$ cat src/rtl/fwd_hazard_if.sv
// Bundle of EX/ID pipeline signals seen by the forwarding/hazard unit.
// The master drives the pipeline inputs; the slave (the unit) drives select, data, stall and stats.
interface fwd_hazard_if #(
    parameter int unsigned DATA_W = 32,
    parameter int unsigned REG_AW = 5,
    parameter int unsigned N_SRC  = 2,
    parameter int unsigned CNT_W  = 16
);
    logic [N_SRC*REG_AW-1:0] ex_src_addr;
    logic [N_SRC*DATA_W-1:0] ex_src_data;
    logic                    ex_mem_wr_en;
    logic [REG_AW-1:0]       ex_mem_rd;
    logic [DATA_W-1:0]       ex_mem_result;
    logic                    mem_wb_wr_en;
    logic [REG_AW-1:0]       mem_wb_rd;
    logic [DATA_W-1:0]       mem_wb_result;
    logic [N_SRC*REG_AW-1:0] id_src_addr;
    logic [N_SRC-1:0]        id_src_used;
    logic                    id_ex_is_load;
    logic                    id_ex_wr_en;
    logic [REG_AW-1:0]       id_ex_rd;
    logic                    flush;
    logic                    cnt_clr;
    logic [N_SRC*2-1:0]      fwd_sel;
    logic [N_SRC*DATA_W-1:0] fwd_data;
    logic                    stall;
    logic [CNT_W-1:0]        fwd_cnt;
    logic [CNT_W-1:0]        stall_cnt;

    modport master (
        output ex_src_addr, ex_src_data, ex_mem_wr_en, ex_mem_rd, ex_mem_result,
               mem_wb_wr_en, mem_wb_rd, mem_wb_result, id_src_addr, id_src_used,
               id_ex_is_load, id_ex_wr_en, id_ex_rd, flush, cnt_clr,
        input  fwd_sel, fwd_data, stall, fwd_cnt, stall_cnt
    );

    modport slave (
        input  ex_src_addr, ex_src_data, ex_mem_wr_en, ex_mem_rd, ex_mem_result,
               mem_wb_wr_en, mem_wb_rd, mem_wb_result, id_src_addr, id_src_used,
               id_ex_is_load, id_ex_wr_en, id_ex_rd, flush, cnt_clr,
        output fwd_sel, fwd_data, stall, fwd_cnt, stall_cnt
    );
endinterface

$ cat src/rtl/fwd_hazard_unit.sv
// EX-stage operand forwarding with built-in data muxes, multi-cycle load-use stall FSM,
// branch-flush abort and saturating forward/stall statistics.
module fwd_hazard_unit #(
    parameter int unsigned DATA_W   = 32,
    parameter int unsigned REG_AW   = 5,
    parameter int unsigned N_SRC    = 2,
    parameter int unsigned LOAD_LAT = 1,
    parameter int unsigned CNT_W    = 16
) (
    input  logic         clk,
    input  logic         rst_n,
    fwd_hazard_if.slave  bus
);
    localparam int unsigned LatW    = (LOAD_LAT > 1) ? $clog2(LOAD_LAT) : 1;
    localparam int unsigned LatLoad = (LOAD_LAT > 1) ? LOAD_LAT - 2 : 0;

    typedef enum logic {StIdle, StStall} state_e;

    state_e                  state_q, state_d;
    logic [LatW-1:0]         lat_q, lat_d;
    logic [CNT_W-1:0]        fwd_cnt_q, fwd_cnt_d;
    logic [CNT_W-1:0]        stall_cnt_q, stall_cnt_d;
    logic [N_SRC*2-1:0]      fwd_sel;
    logic [N_SRC*DATA_W-1:0] fwd_data;
    logic                    any_fwd;
    logic                    src_match;
    logic                    hit;
    logic                    stall_raw;
    logic                    stall;

    // EX/MEM is checked first so the youngest producer wins; r0 never forwards.
    always_comb begin
        fwd_sel  = '0;
        fwd_data = '0;
        any_fwd  = 1'b0;
        for (int i = 0; i < N_SRC; i++) begin
            if (bus.ex_mem_wr_en && (bus.ex_mem_rd != '0) &&
                (bus.ex_mem_rd == bus.ex_src_addr[i*REG_AW +: REG_AW])) begin
                fwd_sel[i*2 +: 2]         = 2'b10;
                fwd_data[i*DATA_W +: DATA_W] = bus.ex_mem_result;
                any_fwd                   = 1'b1;
            end else if (bus.mem_wb_wr_en && (bus.mem_wb_rd != '0) &&
                         (bus.mem_wb_rd == bus.ex_src_addr[i*REG_AW +: REG_AW])) begin
                fwd_sel[i*2 +: 2]         = 2'b01;
                fwd_data[i*DATA_W +: DATA_W] = bus.mem_wb_result;
                any_fwd                   = 1'b1;
            end else begin
                fwd_sel[i*2 +: 2]         = 2'b00;
                fwd_data[i*DATA_W +: DATA_W] = bus.ex_src_data[i*DATA_W +: DATA_W];
            end
        end
    end

    always_comb begin
        src_match = 1'b0;
        for (int i = 0; i < N_SRC; i++) begin
            if (bus.id_src_used[i] && (bus.id_src_addr[i*REG_AW +: REG_AW] == bus.id_ex_rd)) begin
                src_match = 1'b1;
            end
        end
    end

    assign hit = bus.id_ex_is_load & bus.id_ex_wr_en & (bus.id_ex_rd != '0) & src_match;

    // The first stall cycle is spent in StIdle, so StStall covers the remaining LOAD_LAT-1.
    always_comb begin
        state_d   = state_q;
        lat_d     = lat_q;
        stall_raw = 1'b0;
        unique case (state_q)
            StIdle: begin
                stall_raw = hit & ~bus.flush;
                if (hit && !bus.flush && (LOAD_LAT > 1)) begin
                    state_d = StStall;
                    lat_d   = LatW'(LatLoad);
                end
            end
            StStall: begin
                stall_raw = ~bus.flush;
                if (bus.flush) begin
                    state_d = StIdle;
                    lat_d   = '0;
                end else if (lat_q == '0) begin
                    state_d = StIdle;
                end else begin
                    lat_d = lat_q - LatW'(1);
                end
            end
            default: begin
                state_d = StIdle;
                lat_d   = '0;
            end
        endcase
    end

    // Reset must kill the stall immediately, even while a hit is still presented.
    assign stall = rst_n & stall_raw;

    always_comb begin
        fwd_cnt_d   = fwd_cnt_q;
        stall_cnt_d = stall_cnt_q;
        if (bus.cnt_clr) begin
            fwd_cnt_d   = '0;
            stall_cnt_d = '0;
        end else begin
            if (any_fwd && (fwd_cnt_q != '1)) begin
                fwd_cnt_d = fwd_cnt_q + CNT_W'(1);
            end
            if (stall && (stall_cnt_q != '1)) begin
                stall_cnt_d = stall_cnt_q + CNT_W'(1);
            end
        end
    end

    always_ff @(posedge clk or negedge rst_n) begin
        if (!rst_n) begin
            state_q     <= StIdle;
            lat_q       <= '0;
            fwd_cnt_q   <= '0;
            stall_cnt_q <= '0;
        end else begin
            state_q     <= state_d;
            lat_q       <= lat_d;
            fwd_cnt_q   <= fwd_cnt_d;
            stall_cnt_q <= stall_cnt_d;
        end
    end

    assign bus.fwd_sel   = fwd_sel;
    assign bus.fwd_data  = fwd_data;
    assign bus.stall     = stall;
    assign bus.fwd_cnt   = fwd_cnt_q;
    assign bus.stall_cnt = stall_cnt_q;
endmodule
$ cat src/flat_wrapper.sv
// flat-port wrapper written by rule: the top's interface ports become plain ports
module fwd_hazard_unit_flat 
#(
    parameter int unsigned DATA_W   = 32,
    parameter int unsigned REG_AW   = 5,
    parameter int unsigned N_SRC    = 2,
    parameter int unsigned LOAD_LAT = 1,
    parameter int unsigned CNT_W    = 16
)
  (clk, rst_n, bus_ex_src_addr, bus_ex_src_data, bus_ex_mem_wr_en, bus_ex_mem_rd, bus_ex_mem_result, bus_mem_wb_wr_en, bus_mem_wb_rd, bus_mem_wb_result, bus_id_src_addr, bus_id_src_used, bus_id_ex_is_load, bus_id_ex_wr_en, bus_id_ex_rd, bus_flush, bus_cnt_clr, bus_fwd_sel, bus_fwd_data, bus_stall, bus_fwd_cnt, bus_stall_cnt);
  fwd_hazard_if #(.DATA_W(DATA_W), .REG_AW(REG_AW), .N_SRC(N_SRC), .CNT_W(CNT_W)) bus_i ();
  input  logic clk;
  input  logic rst_n;
  input wire logic [$bits(bus_i.ex_src_addr)-1:0] bus_ex_src_addr;
  input wire logic [$bits(bus_i.ex_src_data)-1:0] bus_ex_src_data;
  input wire logic [$bits(bus_i.ex_mem_wr_en)-1:0] bus_ex_mem_wr_en;
  input wire logic [$bits(bus_i.ex_mem_rd)-1:0] bus_ex_mem_rd;
  input wire logic [$bits(bus_i.ex_mem_result)-1:0] bus_ex_mem_result;
  input wire logic [$bits(bus_i.mem_wb_wr_en)-1:0] bus_mem_wb_wr_en;
  input wire logic [$bits(bus_i.mem_wb_rd)-1:0] bus_mem_wb_rd;
  input wire logic [$bits(bus_i.mem_wb_result)-1:0] bus_mem_wb_result;
  input wire logic [$bits(bus_i.id_src_addr)-1:0] bus_id_src_addr;
  input wire logic [$bits(bus_i.id_src_used)-1:0] bus_id_src_used;
  input wire logic [$bits(bus_i.id_ex_is_load)-1:0] bus_id_ex_is_load;
  input wire logic [$bits(bus_i.id_ex_wr_en)-1:0] bus_id_ex_wr_en;
  input wire logic [$bits(bus_i.id_ex_rd)-1:0] bus_id_ex_rd;
  input wire logic [$bits(bus_i.flush)-1:0] bus_flush;
  input wire logic [$bits(bus_i.cnt_clr)-1:0] bus_cnt_clr;
  output wire logic [$bits(bus_i.fwd_sel)-1:0] bus_fwd_sel;
  output wire logic [$bits(bus_i.fwd_data)-1:0] bus_fwd_data;
  output wire logic [$bits(bus_i.stall)-1:0] bus_stall;
  output wire logic [$bits(bus_i.fwd_cnt)-1:0] bus_fwd_cnt;
  output wire logic [$bits(bus_i.stall_cnt)-1:0] bus_stall_cnt;
  assign bus_i.ex_src_addr = bus_ex_src_addr;
  assign bus_i.ex_src_data = bus_ex_src_data;
  assign bus_i.ex_mem_wr_en = bus_ex_mem_wr_en;
  assign bus_i.ex_mem_rd = bus_ex_mem_rd;
  assign bus_i.ex_mem_result = bus_ex_mem_result;
  assign bus_i.mem_wb_wr_en = bus_mem_wb_wr_en;
  assign bus_i.mem_wb_rd = bus_mem_wb_rd;
  assign bus_i.mem_wb_result = bus_mem_wb_result;
  assign bus_i.id_src_addr = bus_id_src_addr;
  assign bus_i.id_src_used = bus_id_src_used;
  assign bus_i.id_ex_is_load = bus_id_ex_is_load;
  assign bus_i.id_ex_wr_en = bus_id_ex_wr_en;
  assign bus_i.id_ex_rd = bus_id_ex_rd;
  assign bus_i.flush = bus_flush;
  assign bus_i.cnt_clr = bus_cnt_clr;
  assign bus_fwd_sel = bus_i.fwd_sel;
  assign bus_fwd_data = bus_i.fwd_data;
  assign bus_stall = bus_i.stall;
  assign bus_fwd_cnt = bus_i.fwd_cnt;
  assign bus_stall_cnt = bus_i.stall_cnt;
  fwd_hazard_unit #(.DATA_W(DATA_W), .REG_AW(REG_AW), .N_SRC(N_SRC), .LOAD_LAT(LOAD_LAT), .CNT_W(CNT_W)) u_core (.clk(clk), .rst_n(rst_n), .bus(bus_i));
endmodule
$ cat config.mk
export PLATFORM = sky130hd
export DESIGN_NAME = fwd_hazard_unit_flat
export DESIGN_NICKNAME = d
export VERILOG_FILES = /design/src/rtl/fwd_hazard_if.sv /design/src/rtl/fwd_hazard_unit.sv /design/src/flat_wrapper.sv
export SDC_FILE = /design/constraint.sdc
export NUM_CORES = 1
export LEC_CHECK = 0
export CAP_MARGIN = 20
export CORE_ASPECT_RATIO = 0.7
export CORE_MARGIN = 5
export CORE_UTILIZATION = 30
export CTS_CLUSTER_SIZE = 20
export DETAILED_ROUTE_END_ITERATION = 8
export GPL_TIMING_DRIVEN = 0
export PLACE_DENSITY = 0.83
export SLEW_MARGIN = 30
export SYNTH_ARGS = -nofsm -noshare
export SYNTH_HDL_FRONTEND = slang
export SYNTH_SLANG_ARGS = --single-unit
export TNS_END_PERCENT = 5
$ cat constraint.sdc
create_clock -name clk -period 3.13 [get_ports clk]
set_clock_uncertainty 0.1 [all_clocks]
set_input_delay 0.313 -clock clk [delete_from_list [all_inputs] [get_ports clk]]
set_output_delay 0.313 -clock clk [all_outputs]
set_load 0.01 [all_outputs]
---- Word-level counts from Yosys, hierarchy flattened ----
Cells that the tools add are included.
storage, ports and cells
  bits of input ports ..................... 173
  register bits after elaboration ......... 34
  output and inout port bits .............. 101
  word-level logic and storage cells ...... 61
operators by class
  equality and inequality tests ........... 8
  muxes and demuxes ....................... 24
  reduce and logical (&&, ||, !) cells .... 15
  bitwise logic cells ..................... 7
  add/subtract/negate cells ............... 3
operator list
  kind                   count
  $mux 32                4
  $mux 16                4
  $add 16x1->16 const B  2
  $ne 16x16->1 const B   2
  $eq 5x5->1             6
  $reduce_bool 5->1      3
  $mux 1                 13
  $logic_and 1x1->1      10
  $and 1x1->1            5
  $mux 2                 2
  $reduce_bool 2->1      2
  $not 1->1              2
  $pmux 1 s2             1
  $sub 1x1->1 const B    1

---- Depth between registers and ports, before layout ----
Gate-level depths: netlist of run 1.
  depth after elaboration ................. 11
  mapped depth ............................ 9
  gate-level depth less buffers ........... 7

---- Worst setup path after synthesis of run 1 ----
No wires, ideal clock.
  kind .................................... input to output
  start ................................... input bus_mem_wb_rd[0]
  end ..................................... output bus_fwd_data[10]
  slack ................................... 804 ps
  stages .................................. 6
  data arrival time ....................... 1913 ps
  path buffers ............................ 1
  path through ............................ or4_1 > nor2_2 > nor4_4 > clkbuf_1 > mux2i_1 > o21ai_0
on the way
  word-level cells in the longest chain between the ends .. 5
  elaborated cells on any way between the ends .. 6
  those cells by class .................... eq/ne (1); mux (2); reduce/logical (3)
RTL lines
  element                line                   source
  from (decl)            flat_wrapper.sv:20     input wire logic [$bits(bus_i.mem_wb_rd)-1:0] bus_mem_wb_rd;
  $reduce_bool 5->1      fwd_hazard_unit.sv:42  end else if (bus.mem_wb_wr_en && (bus.mem_wb_rd != '0) &&
  $logic_and 1x1->1      fwd_hazard_unit.sv:42
  $logic_and 1x1->1 (*)  fwd_hazard_unit.sv:42
  $mux 32 (*)            fwd_hazard_unit.sv:42
  $mux 32 (*)            fwd_hazard_unit.sv:37  if (bus.ex_mem_wr_en && (bus.ex_mem_rd != '0) &&
  to (decl)              flat_wrapper.sv:30     output wire logic [$bits(bus_i.fwd_data)-1:0] bus_fwd_data;
Mark *: on every way between the ends. The rest lies on a longest branch, timed or not.

---- Worst setup path after layout of run 1 ----
  start ................................... input bus_mem_wb_rd[3]
  end ..................................... output bus_fwd_data[19]
The elaborated chain is that of the path after synthesis.

==> results.cfg, run 1 <==
[flow_run]
maxCapViolations = 0

[synthesis]
seq_area_frac_synth_pct = 23.01
ys_warn_count = 0
syn_area_um2 = 3481
synth-edff-count = 0
netlist_instances = 463
yosys.area.top_type_share_pct = 23.01
synth_ff_type = dfrtp_1
synthArstFlopShare_pct = 100.0
synthTopCellsByArea = dfrtp_1, mux2i_1, o21ai_0
syn_nets = 638
synth_area_leader_cell = dfrtp_1
synthDistinctLibCells = 31
ys_seq_elements = 32
avgSynthCellArea_um2 = 7.518

[finish]
area_delta_synth_final_pct = 92.38
seq_area_um2 = 800.8
finalNetCount = 930
diodes = 0
multiInputGateArea_um2 = 2580
drive_above_1_share_pct = 7.815
fillers = 984

[floorplan]
ios = 274
die_area_um2 = 13890
die_h_um = 100.1
die-width_um = 138.7
start_util_pct = 31.16
rows = 32
core_area_um2 = 11170

[sta]
drv_slew = 0
setup-tns-final_ns = 0
max_freq_mhz = 319.6
whs_ns = 0.3321
finalSetupViolCount = 0
rsz0062_at_grt = true
worst_pin_slew_ns = 0.5157
fin_crit_ns = 3.129
hold_viol = 0
post-route-period-util_pct = 99.96
layout_setup_ws_ns = 0.001243
slew_headroom_pct = 65.62

[pwr]
ir_drop_mv = 0.3523
power_frac_clock_pct = 33.9
swShare_pct = 26.88
power_frac_comb_pct = 37.6
intPower_w = 0.001073
leakagePower_nw = 2.437
seqPwrFrac_pct = 28.4
power.switching_w = 0.0003943
power_density_nw_per_um2 = 219.1

[clocking]
h-tree-depth = 2
cts_buffers = 5
clk_path_buf_depth = 2
clkSinkCount = 32
insertion_delay_ns = 0.28
cts_tree = yes
clockRootBuffer = clkbuf_16
clk_pin_slew_ns = 0.05

[placement]
dp_hpwl_um = 14590
io_buffers = 273
place_congestion = 1.031
dp_slack_ns = -1.002

[detailed_routing]
vias_per_cell = 5.229
vias = 4748
ant_nets = 0
totalWireLength_um = 17750
drcViolationCount = 0
firstDrtPassIters = 5
initialDrtViolationCount = 354
drt-wirelength-per-cell_um = 19.55

[worst_setup_path]
cp_data_required_time_ns = 2.72
worstPathMaxFanout = 10
cp.arrival_ns = 2.72
cp-end-kind = primary output
critical_path_class = in2out
crit_path_start_kind = input port

[hold_path]
hold_path_class = in2async

[grt]
grt_usage_pct = 23.80
antenna_found_initial = 0
grt_pass1_wl_um = 26670
grt_pass1_vias = 4784
grt_max_degree = 28
overflow = 0

[status]
run_status = finished, final reports clean
## registers in the layout (all words and copies together), names as in the netlist
name	cells
u_core.bus.fwd_cnt	16
u_core.bus.stall_cnt	16
## cells by family after synthesis
logic type | after synthesis | synth area share, %
buffers and inverters | 39 | 4.421
DFF | 32 | 23.01
adders and majority gates | 2 | 0.7188
AOI/OAI and AO/OA | 116 | 17.69
xor gates and xnor gates | 31 | 7.800
and+or+nand+nor | 173 | 26.06
muxes | 70 | 20.31
## critical path, cell delays in order
cell,delay [ns]
clkdlybuf4s50_1,0.55
xnor2_1,0.14
nand4_1,0.18
nor4_4,0.35
buf_4,0.20
buf_4,0.24
mux2i_1,0.32
o21ai_0,0.11
dlygate4sd2_1,0.30
## metrics by stage
step	std cells	instance area, µm²	utilization (%)	power [W]
CTS	907	6675	59.76	0.001472
global route	908	6696	59.95	0.001531
global placement	889	6405	57.34	0.0009879
floorplan	463	3481	-	0.0005857
detailed placement	890	6420	57.47	0.001002
finish	908	6696	59.95	0.001467
## layout make-up
cell class | count | share of cell area (%)
buffer | 34 | 3.139
timing repair buffer | 285 | 40.96
multi-input combinational | 392 | 38.53
inverter | 5 | 0.2803
sequential | 32 | 11.96
tap | 153 | 2.859
clock buffer | 7 | 2.280
## synth_stat cells, types with 7 or more instances
library cell and number:
a21oi_1 25, clkbuf_1 31, dfrtp_1 32, mux2i_1 65, nand2_1 75, nand3_1 15, nand4_1 10, nor2_1 12
nor2b_1 7, nor4_1 8, o21ai_0 81, o31ai_1 8, or3_1 17, or4_1 11, xnor2_1 14, xor2_1 17
## layout by cell type, fill, tap and decap left out, types with 14 or more instances in the layout
| cell | synthesis | final |
|---|---|---|
| o21ai_0 | 81 | 75 |
| dlygate4sd2_1 | 0 | 60 |
| nand3_1 | 15 | 15 |
| clkdlybuf4s50_1 | 0 | 205 |
| xor2_1 | 17 | 17 |
| or3_1 | 17 | 17 |
| xnor2_1 | 14 | 14 |
| nand2_1 | 75 | 75 |
| a21oi_1 | 25 | 25 |
| dfrtp_1 | 32 | 32 |
| mux2i_1 | 65 | 65 |
## power by group through the flow
stage          clock network (W)  registers, W  logic [W]
6_report                0.000498      0.000417   0.000552
5_1_grt                 0.000527      0.000417   0.000588
4_1_cts                 0.000505      0.000417   0.000549
3_5_place_dp                   0      0.000424   0.000578
3_3_place_gp                   0      0.000424   0.000564
2_1_floorplan                  0      0.000424   0.000161
## routing by layer
layer	global-route usage [%]	wire length [µm]
met1	30.35	7365
met2	41.34	8612
met3	4.952	1332
met4	6.541	444
met5	0	0
## worst paths after layout
check	startpoint	endpoint	slack, ns	depth (start not counted)
worst max register to register	u_core.bus.stall_cnt[0]	u_core.bus.stall_cnt[10]	0.60	7
worst min register to register	u_core.bus.fwd_cnt[9]	u_core.bus.fwd_cnt[9]	0.48	2
min in group clk	u_core.bus.fwd_cnt[9]	u_core.bus.fwd_cnt[9]	0.48	2
worst min-delay path	rst_n	u_core.bus.stall_cnt[9]	0.33	2
max in group asynchronous	rst_n	u_core.bus.fwd_cnt[15]	2.21	3
worst max-delay path	bus_mem_wb_rd[3]	bus_fwd_data[19]	0.001	9
## repair_timing
| action | CTS | global route |
|---|---|---|
| pin swaps | 3 | 4 |
| buffers inserted | 8 | 1 |
| endpoints found under the setup margin | 69 | 36 |
| hold endpoints to repair | 6 | 0 |
| hold buffers | 1 | 0 |
| gates resized for setup | 106 | 30 |
| cloned | 1 | 0 |
Power figures use the tool's default switching activity.
==> run 2, diff against run 1 <==
- CORE_UTILIZATION: 30 -> 37
- PLACE_DENSITY: 0.83 -> 0.95
==> results.cfg, run 2 (synthesis results as in run 1) <==
[sta]
max_freq_mhz = 309.5
hold_viol = 0
worst_pin_slew_ns = 0.5252
fin_crit_ns = 3.231
post-route-period-util_pct = 103.2
layout_setup_ws_ns = -0.1008
setup-tns-final_ns = -0.1972
drv_slew = 0
rsz0062_at_grt = true
finalSetupViolCount = 2
slew_headroom_pct = 64.99

[worst_setup_path]
worstPathMaxFanout = 10
crit_path_start_kind = input port
cp-end-kind = primary output
timing.rr.start = u_core.bus.stall_cnt[0]
reg2reg_depth = 7
cp_data_required_time_ns = 2.72
critical_path_class = in2out
r2r-end = u_core.bus.stall_cnt[10]
rrSetupSlack_ns = 0.50
cp.arrival_ns = 2.82

[finish]
final_common_cell = clkdlybuf4s50_1
final_cell_area_um2 = 6689
area_delta_synth_final_pct = 92.16
drive_above_1_share_pct = 6.915
postLayoutCoreUtil_pct = 73.44
final_cell_mix = clkdlybuf4s50_1, o21ai_0, nand2_1, mux2i_1, dlygate4sd2_1
final-instance-count-excl-fill = 878
fillers = 733
finalNetCount = 926
multiInputGateArea_um2 = 2582
seq_area_um2 = 800.8

[placement]
io_buffers = 273
place_congestion = 0.9943
dp_hpwl_um = 14840
dpl_cell_area_um2 = 6384
dp_cells = 861

[clocking]
insertion_delay_ns = 0.28
h-tree-depth = 2
cts_buffers = 5
clockRootBuffer = clkbuf_16
clkSinkCount = 32
clk_pin_slew_ns = 0.05
clk_path_buf_depth = 2
cts_tree = yes

[grt]
overflow = 0
grt_max_degree = 27
grt_pass1_vias = 4795
grt_pass1_wl_um = 27690
antenna_found_initial = 2
grt_usage_pct = 29.75

[floorplan]
rows = 29
die_h_um = 91.15
die_area_um2 = 11480
ios = 274
start_util_pct = 38.22
die-width_um = 125.9
core_area_um2 = 9107

[detailed_routing]
wl_met1_um = 7094
routed-wl-met2_um = 8797
vias_per_cell = 5.573
topRoutingLayerUsed = met4
wl_met3_um = 1557
initialDrtViolationCount = 362
drt-wirelength-per-cell_um = 20.76
firstDrtPassIters = 5
drcViolationCount = 0
ant_nets = 0
vias = 4893
totalWireLength_um = 18230

[pwr]
swShare_pct = 27.09
power_frac_comb_pct = 38.4
ir_drop_mv = 0.3531
power_density_nw_per_um2 = 217.7
power_frac_clock_pct = 32.9
seqPwrFrac_pct = 28.7
power.switching_w = 0.0003946
leakagePower_nw = 2.510
intPower_w = 0.001062

[hold_path]
hold_path_class = in2async

[status]
run_status = complete, but fails checks
violations = setup timing

[flow_run]
maxCapViolations = 0
==> run 2: cell types whose count changed in the layout (fill, tap and decap cells not counted), sizes merged <==
cell / before / now
dlymetal6s2s: 2 / 14
dlygate4sd2: 60 / 50
clkbuf: 40 / 34
diode: 0 / 2
buf: 17 / 16
clkdlybuf4s50: 205 / 206
dlygate4sd1: 0 / 1
==> run 2: metrics by stage <==
stage	hold slack [ns]	worst slack (ns)	total power (W)
2_1_floorplan	-0.08259	0.8041	0.0005857
3_3_place_gp	0.4517	-0.8431	0.0009841
3_5_place_dp	0.07596	-0.9248	0.001000
4_1_cts	0.3199	-0.1630	0.001459
5_1_grt	0.3448	-0.1857	0.001519
6_report	0.3281	-0.1008	0.001456
==> run 2: worst max-delay path: stages <==
cell and delay [ns]:
clkdlybuf4s50_1 0.48, or4_4 0.58, nor2_4 0.16, nor4_4 0.09, clkbuf_8 0.18, clkbuf_4 0.20
o21ai_1 0.22, clkdlybuf4s50_1 0.59
==> run 2: worst max-delay path by stage <==
| stage | from | to | cells past startpoint |
|---|---|---|---|
| 6_report | bus_ex_mem_rd[0] | bus_fwd_data[59] | 8 |
| 2_1_floorplan | bus_mem_wb_rd[0] | bus_fwd_data[10] | 6 |
| 3_5_place_dp | bus_ex_mem_rd[1] | bus_fwd_data[9] | 9 |
| 5_1_grt | bus_ex_mem_rd[3] | bus_fwd_data[59] | 9 |
| 4_1_cts | bus_mem_wb_rd[0] | bus_fwd_data[59] | 9 |
| 3_3_place_gp | bus_ex_mem_rd[1] | bus_fwd_data[59] | 9 |
==> run 2: power groups by stage <==
stage	Combinational, W	Sequential (W)	Clock [W]
after floorplan	0.000161	0.000424	0
after global routing	0.000593	0.000417	0.000510
after global placement	0.000560	0.000424	0
after detailed placement	0.000576	0.000424	0
after CTS	0.000556	0.000417	0.000486
final	0.000559	0.000417	0.000480
==> run 2: layer usage <==
layer	track usage [%]	vias up
met4	11.25	0
li1	-	2263
met5	0	-
met1	37.52	2283
met2	49.96	286
met3	6.510	61
==> run 2: timing repair <==
action,4_1_cts,5_1_grt
gates resized for setup,91,32
buffers inserted,6,0
endpoints found under the hold margin,7,0
endpoints found under the setup margin,69,36
pin swaps,2,0
hold buffers,1,0
==> run 2: final cells by class <==
cell class              count  area share, %
diodes                      2        0.07482
plain buffers              34          3.049
clock buffers               8          2.189
inverters                   5         0.2806
multi-input cells         392          38.61
flip-flops and latches     32          11.97
well taps                 124          2.319
repair buffers            281          41.51
==> run 3, diff against run 2 <==
- ABC_AREA: default -> 1
- CORE_UTILIZATION: 37 -> 38
==> results.cfg, run 3 <==
[status]
run_status = complete, but fails checks
violations = setup timing

[synthesis]
netlist_top_cells_count = nand2_1, nand3_1, inv_1
syn_area_um2 = 3777
syn_nets = 868
seq_area_frac_synth_pct = 21.20
avgSynthCellArea_um2 = 5.451
ys_warn_count = 0
yosys.area.top_type_share_pct = 30.80
synth_area_leader_cell = nand2_1
netlist_instances = 693
synthDistinctLibCells = 26
yosysMostFrequentCell = nand2_1
synth_ff_type = dfrtp_1
synthArstFlopShare_pct = 100.0
synth-edff-count = 0
synthTopCellsByArea = nand2_1, dfrtp_1, nand3_1
ys_seq_elements = 32

[sta]
hold_viol = 0
worst_pin_slew_ns = 0.5534
whs_ns = 0.3213
drv_slew = 0
rsz0062_at_grt = true
finalSetupViolCount = 3
layout_setup_ws_ns = -0.03090
max_freq_mhz = 316.4
post-route-period-util_pct = 101.0
slew_headroom_pct = 63.11
fin_crit_ns = 3.161

[floorplan]
core_area_um2 = 9684
die-width_um = 129.2
die_h_um = 93.42
start_util_pct = 39.01
die_area_um2 = 12070
ios = 274
rows = 30

[clocking]
cts_tree = yes
clockRootBuffer = clkbuf_16
cts_buffers = 5
clkSinkCount = 32
h-tree-depth = 2
clk_path_buf_depth = 2
clk_pin_slew_ns = 0.05
insertion_delay_ns = 0.28

[worst_setup_path]
cp.arrival_ns = 2.75
cp_data_required_time_ns = 2.72
crit_path_start_kind = input port
worstPathCellList = clkdlybuf4s50_1 > nor2_1 > nand3_1 > o21ai_4 > nor2_4 > nor3_4 > buf_4 > nand2_1 > nand3_1 > clkdlybuf4s50_1
slowest_delay_ns = 0.59
slowest_stage = clkdlybuf4s50_1
worstPathMaxFanout = 10
cp-end-kind = primary output
critical_path_class = in2out
rrSetupSlack_ns = 0.75

[finish]
final_common_cell = nand2_1
final_cell_mix = nand2_1, clkdlybuf4s50_1, nand3_1, inv_1, nor2_1
drive_above_1_share_pct = 5.578
area_delta_synth_final_pct = 86.95
final_cell_area_um2 = 7062
finalNetCount = 1160
fillers = 774

[grt]
grt_max_degree = 26
grt_pass1_wl_um = 29570
grt_usage_pct = 31.04
overflow = 0
grt_pass1_vias = 5451
antenna_found_initial = 1

[pwr]
power_frac_comb_pct = 41.9
swShare_pct = 29.92
intPower_w = 0.001111
power.switching_w = 0.0004743
power_frac_clock_pct = 31.7
seqPwrFrac_pct = 26.4
power_w = 0.001585
ir_drop_mv = 0.2868
power_density_nw_per_um2 = 224.5
leakagePower_nw = 3.545

[hold_path]
hold_path_class = in2async

[detailed_routing]
initialDrtViolationCount = 710
ant_nets = 0
firstDrtPassIters = 6
vias_per_cell = 5.289
totalWireLength_um = 20350
drcViolationCount = 0
vias = 5897
drt-wirelength-per-cell_um = 18.25

[flow_run]
maxCapViolations = 0

[placement]
dp_hpwl_um = 16060
io_buffers = 273
place_congestion = 0.9950
dpl_cell_area_um2 = 6685
## run 3: cell count changes in the layout (fill, tap and decap cells not counted), moves of 8 or more
cell,change
nor2_1,+42
o31ai_1,-8
or4_1,-9
inv_1,+52
or3_1,-17
o21ai_0,-71
nand4_1,+11
dlygate4sd2_1,-50
nand2_1,+235
a21oi_1,-24
mux2i_1,-65
clkdlybuf4s50_1,+47
nand3_1,+113
## run 3: path summary, 6_finish.rpt
check / end / startpoint / cells after the start
max: bus_fwd_data[38] / bus_ex_mem_rd[4] / 10
min: u_core.bus.fwd_cnt[8] / rst_n / 2
max reg2reg: u_core.bus.stall_cnt[12] / u_core.bus.stall_cnt[0] / 11
min reg2reg: u_core.bus.stall_cnt[13] / u_core.bus.stall_cnt[13] / 2
max in group asynchronous: u_core.bus.stall_cnt[5] / rst_n / 3
min in group clk: u_core.bus.stall_cnt[13] / u_core.bus.stall_cnt[13] / 2
## run 3: worst max-delay path, delay by kind of cell
kind | cells | cell delay (ns)
buf+inv | 3 | 1.33
compound gates | 1 | 0.21
simple gates | 6 | 0.88
## run 3: cells by family (layout without fill, tap and decap cells)
| logic type | count (synthesis) | in the layout | share of synthesized area (%) |
|---|---|---|---|
| other | 0 | 1 | 0 |
| xor gates and xnor gates | 31 | 31 | 7.188 |
| and+or+nand+nor | 526 | 526 | 59.72 |
| AOI/OAI and AO/OA | 12 | 12 | 1.789 |
| buffers and inverters | 90 | 383 | 9.440 |
| adders and majority gates | 2 | 2 | 0.6624 |
| DFF | 32 | 32 | 21.20 |
## run 3: metal layers
metal / share of wire [%] / wire length (µm) / track usage, %
met3: 12 / 2349 / 7.249
met2: 48 / 9801 / 53.45
met5: 0 / 0 / 0
met1: 38 / 7707 / 39.49
met4: 2.4 / 495 / 6.731
## run 3: area by class of cell
type	count	area, µm²	area share [%]
Timing Repair Buffer	285	2880	40.79
Antenna cell	1	2.502	0.03544
Multi-Input combinational cell	571	2659	37.65
Buffer	29	183.9	2.605
Inverter	61	229.0	3.242
Sequential cell	32	800.8	11.34
Clock buffer	8	146.4	2.073
Tap cell	128	160.2	2.268
## run 3: through the flow
| step | std cells | utilization (%) | TNS [ns] | setup slack (ns) |
|---|---|---|---|---|
| CTS | 1106 | 71.19 | -0.02613 | -0.02550 |
| global placement | 1094 | 68.88 | -9.800 | -0.4677 |
| finish | 1115 | 72.92 | -0.06331 | -0.03090 |
| floorplan | 693 | - | 0 | 1.215 |
| detailed placement | 1095 | 69.03 | -6.470 | -0.2601 |
| global route | 1115 | 72.92 | -0.6146 | -0.1127 |
## run 3: power by group through the flow
stage	Sequential [W]	Combinational (W)	Clock (W)
floorplan	0.000425	0.000199	0
global placement	0.000425	0.000637	0
detailed placement	0.000425	0.000643	0
CTS	0.000418	0.000653	0.000492
global route	0.000418	0.000707	0.000507
finish	0.000418	0.000665	0.000502
## run 3: what timing repair did
| action | in CTS | in global routing |
|---|---|---|
| setup endpoints to repair | 62 | 61 |
| hold buffers | 1 | 0 |
| hold endpoints to repair | 8 | 0 |
| setup buffers | 2 | 8 |
| pin swaps | 0 | 4 |
| resized for setup | 17 | 48 |
